$ cat config.mk
export PLATFORM = sky130hd
export DESIGN_NAME = dmem_port_arbiter
export DESIGN_NICKNAME = d
export VERILOG_FILES = /design/src/rtl/dmem_port_arbiter.sv
export SDC_FILE = /design/constraint.sdc
export NUM_CORES = 1
export LEC_CHECK = 0
export CAP_MARGIN = 20
export CORE_MARGIN = 1
export CORE_UTILIZATION = 33
export DETAILED_ROUTE_END_ITERATION = 8
export GPL_TIMING_DRIVEN = 1
export PLACE_DENSITY_LB_ADDON = 0.08
export SETUP_SLACK_MARGIN = 0.3
export SLEW_MARGIN = 20
export SYNTH_ARGS = -nofsm -noshare
export SYNTH_HDL_FRONTEND = slang
export SYNTH_SLANG_ARGS = --single-unit
$ cat constraint.sdc
create_clock -name clk -period 3.4 [get_ports clk]
set_clock_uncertainty 0.2 [all_clocks]
set_input_delay 1.02 -clock clk [delete_from_list [all_inputs] [get_ports clk]]
set_output_delay 1.02 -clock clk [all_outputs]
set_load 0.05 [all_outputs]
$ cat src/rtl/dmem_port_arbiter.sv
// Data memory port arbiter: CPU execute stage has fixed priority over the
// host/debug port, with a starvation counter that forces one host slot
// (stalling the CPU) after MAX_WAIT consecutive lost cycles.
module dmem_port_arbiter #(
    parameter int DATA_W   = 8,
    parameter int ADDR_W   = 8,
    parameter int MAX_WAIT = 4
) (
    input  logic              clk,
    input  logic              reset,
    input  logic              cpu_req,
    input  logic              cpu_we,
    input  logic [ADDR_W-1:0] cpu_addr,
    input  logic [DATA_W-1:0] cpu_wdata,
    output logic [DATA_W-1:0] cpu_rdata,
    output logic              cpu_stall,
    input  logic              host_req,
    input  logic              host_we,
    input  logic [ADDR_W-1:0] host_addr,
    input  logic [DATA_W-1:0] host_wdata,
    output logic              host_gnt,
    output logic              host_rvalid,
    output logic [DATA_W-1:0] host_rdata,
    output logic              mem_we,
    output logic [ADDR_W-1:0] mem_addr,
    output logic [DATA_W-1:0] mem_wdata,
    input  logic [DATA_W-1:0] mem_rdata
);

    typedef enum logic {
        NORMAL    = 1'b0,
        HOST_SLOT = 1'b1
    } slot_t;

    localparam logic [3:0] MAX_CNT = 4'(MAX_WAIT);

    slot_t      slot;
    slot_t      slot_nxt;
    logic [3:0] wait_cnt;
    logic [3:0] wait_nxt;
    logic [3:0] wait_inc;
    logic       host_sel;
    logic       contend;

    // Port mux: host wins when the CPU is idle or a forced slot is active;
    // everything that can touch memory or the pipeline is gated by reset.
    always_comb begin
        host_sel  = reset && host_req && ((slot == HOST_SLOT) || !cpu_req);
        host_gnt  = host_sel;
        cpu_stall = cpu_req && host_sel;
        cpu_rdata = mem_rdata;
        if (host_sel) begin
            mem_addr  = host_addr;
            mem_wdata = host_wdata;
            mem_we    = host_we;
        end else begin
            mem_addr  = cpu_addr;
            mem_wdata = cpu_wdata;
            mem_we    = reset && cpu_req && cpu_we;
        end
    end

    // Starvation counter and slot next-state; a forced slot lasts one cycle
    // and is simply lost if the host withdrew its request meanwhile.
    always_comb begin
        contend  = host_req && cpu_req && !host_sel;
        wait_inc = (wait_cnt >= MAX_CNT) ? wait_cnt : wait_cnt + 4'd1;
        wait_nxt = contend ? wait_inc : 4'd0;
        slot_nxt = NORMAL;
        if ((slot == NORMAL) && contend && (wait_inc == MAX_CNT)) begin
            slot_nxt = HOST_SLOT;
        end
    end

    // Arbitration state register.
    always_ff @(posedge clk or negedge reset) begin
        if (!reset) begin
            slot     <= NORMAL;
            wait_cnt <= 4'd0;
        end else begin
            slot     <= slot_nxt;
            wait_cnt <= wait_nxt;
        end
    end

    // Host read return: capture memory data on a granted read, valid one cycle later.
    always_ff @(posedge clk or negedge reset) begin
        if (!reset) begin
            host_rvalid <= 1'b0;
            host_rdata  <= '0;
        end else begin
            host_rvalid <= host_sel && !host_we;
            if (host_sel && !host_we) begin
                host_rdata <= mem_rdata;
            end
        end
    end

endmodule

Yosys cells after proc, flatten, opt, wreduce, memory -nomap -nowiden
Index checks and enable logic that the tools add are counted.

Bits in registers: 14. Latch bits: 0. Bits in writable memories: 0. ROM bits: 0. Input port bits: 46. Output and inout port bits: 36. Logic and storage cells: 28. Memories kept: 0.

Add/subtract/negate cells: 1. Multiply operators: 0. Divide/modulo/power cells: 0. Order comparisons: 1. Eq/ne operators: 1. Shift operators: 0. Multiplexer cells: 6. Bitwise operators: 1. Reductions and logical operators: 14.

Operators with widths (number): $mux 8 (2); $logic_and 1x1->1 (10); $mux 4 (2); $add 4x1->4 const B (1); $eq 4x3->1 const B (1); $ge 4x3->1 const B (1); $logic_not 1->1 (3); $mux 1 (2); $logic_or 1x1->1 (1); $not 1->1 (1).

Longest topological paths before layout
Depth after elaboration: 8. Gate-level depth with buffers: 4. Mapped depth without buffers: 4.

Least setup slack after synthesis
OpenSTA, ideal clock, no wires.

Path type: input to output. From: input port cpu_req. To: output port mem_we. Arrival time: 2.577 ns. Data required time: 2.180 ns. Path slack: -0.397 ns. Stages on the path: 3. Path buffers: 0. Cell sequence: inv_2 > o2111ai_4 > a21boi_0.

Cells in the longest elaborated chain, start to end: 4. Elaborated cells on any way between the ends: 6. Those cells by class: mux: 1; reduce/logical: 5.

Ends and longest elaborated chain: start: declaration (line 11) `input logic cpu_req,`; $logic_not 1->1 (line 48) `host_sel = reset && host_req && ((slot == HOST_SLOT) || !cpu_req);`; $logic_or 1x1->1 (line 48); $logic_and 1x1->1 (line 48); $mux 1 * (line 52) `if (host_sel) begin`; end: declaration (line 24) `output logic mem_we,`.

Every way passes the cells marked *; elsewhere a longest branch is shown, timed or not.

Final worst setup path
From: input port cpu_req. To: output port mem_addr[2].

Cells in the longest elaborated chain, start to end: 4.

Ends and longest elaborated chain: $logic_not 1->1 (line 48); $logic_or 1x1->1 (line 48); $logic_and 1x1->1 (line 48); $mux 8 (line 52); end: declaration (line 25) `output logic [ADDR_W-1:0] mem_addr,`.

Every way passes these cells.

==> flow_summary.ini <==
[run_status]
outcome = finished, final reports clean

[timing]
layout_setup_ws_ns = 0.0892
worstMarginPinSlew_ns = 0.525
period_minus_slack_ns = 3.31
setup_violations = 0
hold_viol = 0
period_share_pct = 97.4
slew_violations = 0
max_freq_mhz = 302
hold_ws_ns = 0.302
rsz0062_at_grt = true
relSlewSlack_pct = 64.9

[critical_path]
critPathMostFrequentCell = buf_8
path_buf_inv = 5
path_max_fanout = 8
slowest_stage = mux2_4
end_kind = output pin
max_stage_delay_ns = 0.32
r2r_start = wait_cnt[0]
critPathTopFamily = buffers and inverters
cp-start-kind = input port
required_ns = 2.18
startpoint = cpu_req
cp.arrival_ns = 2.09
critical_path_class = input port to output pin
path_cells = buf_8 > buf_12 > inv_12 > o211ai_4 > buf_6 > mux2_4 > buf_8

[yosys]
synth.cell_area_um2 = 898
syn_inst = 73
yosys.area.top_type = dfrtp_1
synth_most_common_cell = mux2_2
synth.yosys.seq_area_share_pct = 39.0
synth_top_area_share_pct = 39.0
synth_seq_cells = 14
synth-edff-count = 0
synth_commonest_cells = mux2_2 (17), dfrtp_1 (14), buf_4 (8), mux2_4 (7), nor2_1 (6)
yosys_warnings = 0
synthesis.nets = 120
post_synth.cell_area_avg_um2 = 12.3
synthArstFlopShare_pct = 100
synthFlopType = dfrtp_1
synth_area_leaders = dfrtp_1 (39%), mux2_2 (21%), mux2_4 (12%)
yosysUniqueCellTypes = 19

[route]
drt_iter0_markers = 12
vias_per_cell = 4.71
drcViolationCount = 0
vias = 900
first_pass_iters = 4
wl_mm = 3.14
post_drt_wl_per_cell_um = 16.4
ant_nets = 0

[die]
io_pins = 82
die_w_um = 54.2
die_h_um = 54.2
die-area_mm2 = 0.00293
num_rows = 18
core_mm2 = 0.00252
initial_utilization_pct = 35.6

[global_route]
first_global_vias = 913
grt_pass1_wl_mm = 4.50
antenna_found_initial = 0
grt_usage_pct = 21.7
grt_overflow = 0
grt_max_degree = 18

[pwr]
ir_worst_vdd_v = 0.000411
power.total_uw = 707
leakage_nw = 0.972
p_per_area_mw_per_mm2 = 336

[clock_network]
cts_made_buffers = 3
clock-root-buffer = clkbuf_4
cts_buffer_depth = 2
cts_tree = done
cts.clk_slew.worst_paths_ns = 0.07
htree_levels = 1
insertion_delay_ns = 0.27
cts.sinks = 14
hold_buffers = 0

[finish]
multi_input_area_um2 = 502
nets = 210
syn2layout_area_growth_pct = 134
diodes = 0
stdcell_area_mm2 = 0.00210
drive_gt1_share_pct = 46.0
fill_cells = 135
register_area_um2 = 350

[flow_run]
max_cap_violations = 0

[place]
gp_congestion = 0.820
pre_cts_slack_ns = -0.412
portBuffers = 81
dp_hpwl_mm = 2.31
place_area_mm2 = 0.00194

[hold_path]
hold_path.class = register to register
hp-start = wait_cnt[3]
## layout by cell type (no fill, tap or decap)
master,count
clkdlybuf4s50_1,51
buf_12,21
mux2_4,16
dfrtp_1,14
buf_6,11
mux2_2,8
buf_4,7
nor2_1,5
inv_1,4
a21oi_1,3
clkbuf_4,3
nand2_1,2
nand3_1,2
buf_8,2
inv_12,1
o211ai_4,1
o21ai_0,1
xnor2_1,1
nor4bb_1,1
nor4_1,1
o2111ai_4,1
nor2_4,1
a21boi_4,1
ha_1,1
clkdlybuf4s15_1,1
clkdlybuf4s15_2,1
## worst reg2reg max path: stages (launching register included)
cell      delay [ns]
dfrtp_1         0.43
ha_1            0.34
nor4bb_1        0.31
a21oi_1         0.07
nor4_1          0.15
## through the flow
stage | std cells | utilization (%) | TNS, ns
final | 191 | 83.3 | 0
after global routing | 191 | 83.3 | 0
after CTS | 190 | 82.6 | 0
after detailed placement | 183 | 76.9 | -6.78
after global placement | 183 | 76.9 | -6.51
after floorplan | 73 | - | 0
## final timing paths
path                       slack, ns            end  depth (start not counted)
max                             0.09    mem_addr[2]                          7
max in group asynchronous       2.22  host_rdata[1]                          2
min                             0.30           slot                          1
min reg2reg                     0.30           slot                          1
min in group asynchronous       0.63  host_rdata[0]                          2
max reg2reg                     1.81           slot                          4
## cell type report
type | instances | share of cell area, %
timing repair buffer | 94 | 55.1
multi-input combinational | 45 | 23.9
sequential | 14 | 16.7
tap | 30 | 1.79
inverter | 5 | 1.49
clock buffer | 3 | 1.07
## power by group
group	switching, mW	internal (mW)
Combinational	0.218	0.199
Sequential	0.0128	0.189
Clock	0.0464	0.0410
Total	0.278	0.429
## state kept, by name, summed over array words and instances, names as in the netlist
name	cells
host_rdata	8
host_rvalid	1
slot	1
wait_cnt	4
## layer usage
metal | vias to the layer above | part of all wire, % | global-route usage [%]
met4 | 0 | 0.41 | 7.69
met3 | 2 | 11 | 5.08
met1 | 423 | 39 | 27.7
li1 | 426 | - | -
met5 | - | 0 | 0
met2 | 49 | 49 | 35.6
## repair_timing
item / 4_1_cts / 5_1_grt
cloned: 0 / 0
buffers inserted: 4 / 1
resized for setup: 32 / 3
endpoints found under the setup margin: 19 / 19
pin swaps: 1 / 1
## kinds of logic after synthesis
family	share of synthesized area, %
multiplexers	33.0
buffers and inverters	11.0
flip-flops	39.0
AND/OR/NAND/NOR	6.27
AO/OA/AOI/OAI	8.36
XOR/XNOR	0.975
adder cells (fa/ha/maj)	1.39
Note: power is estimated with default switching activity, not from simulation.
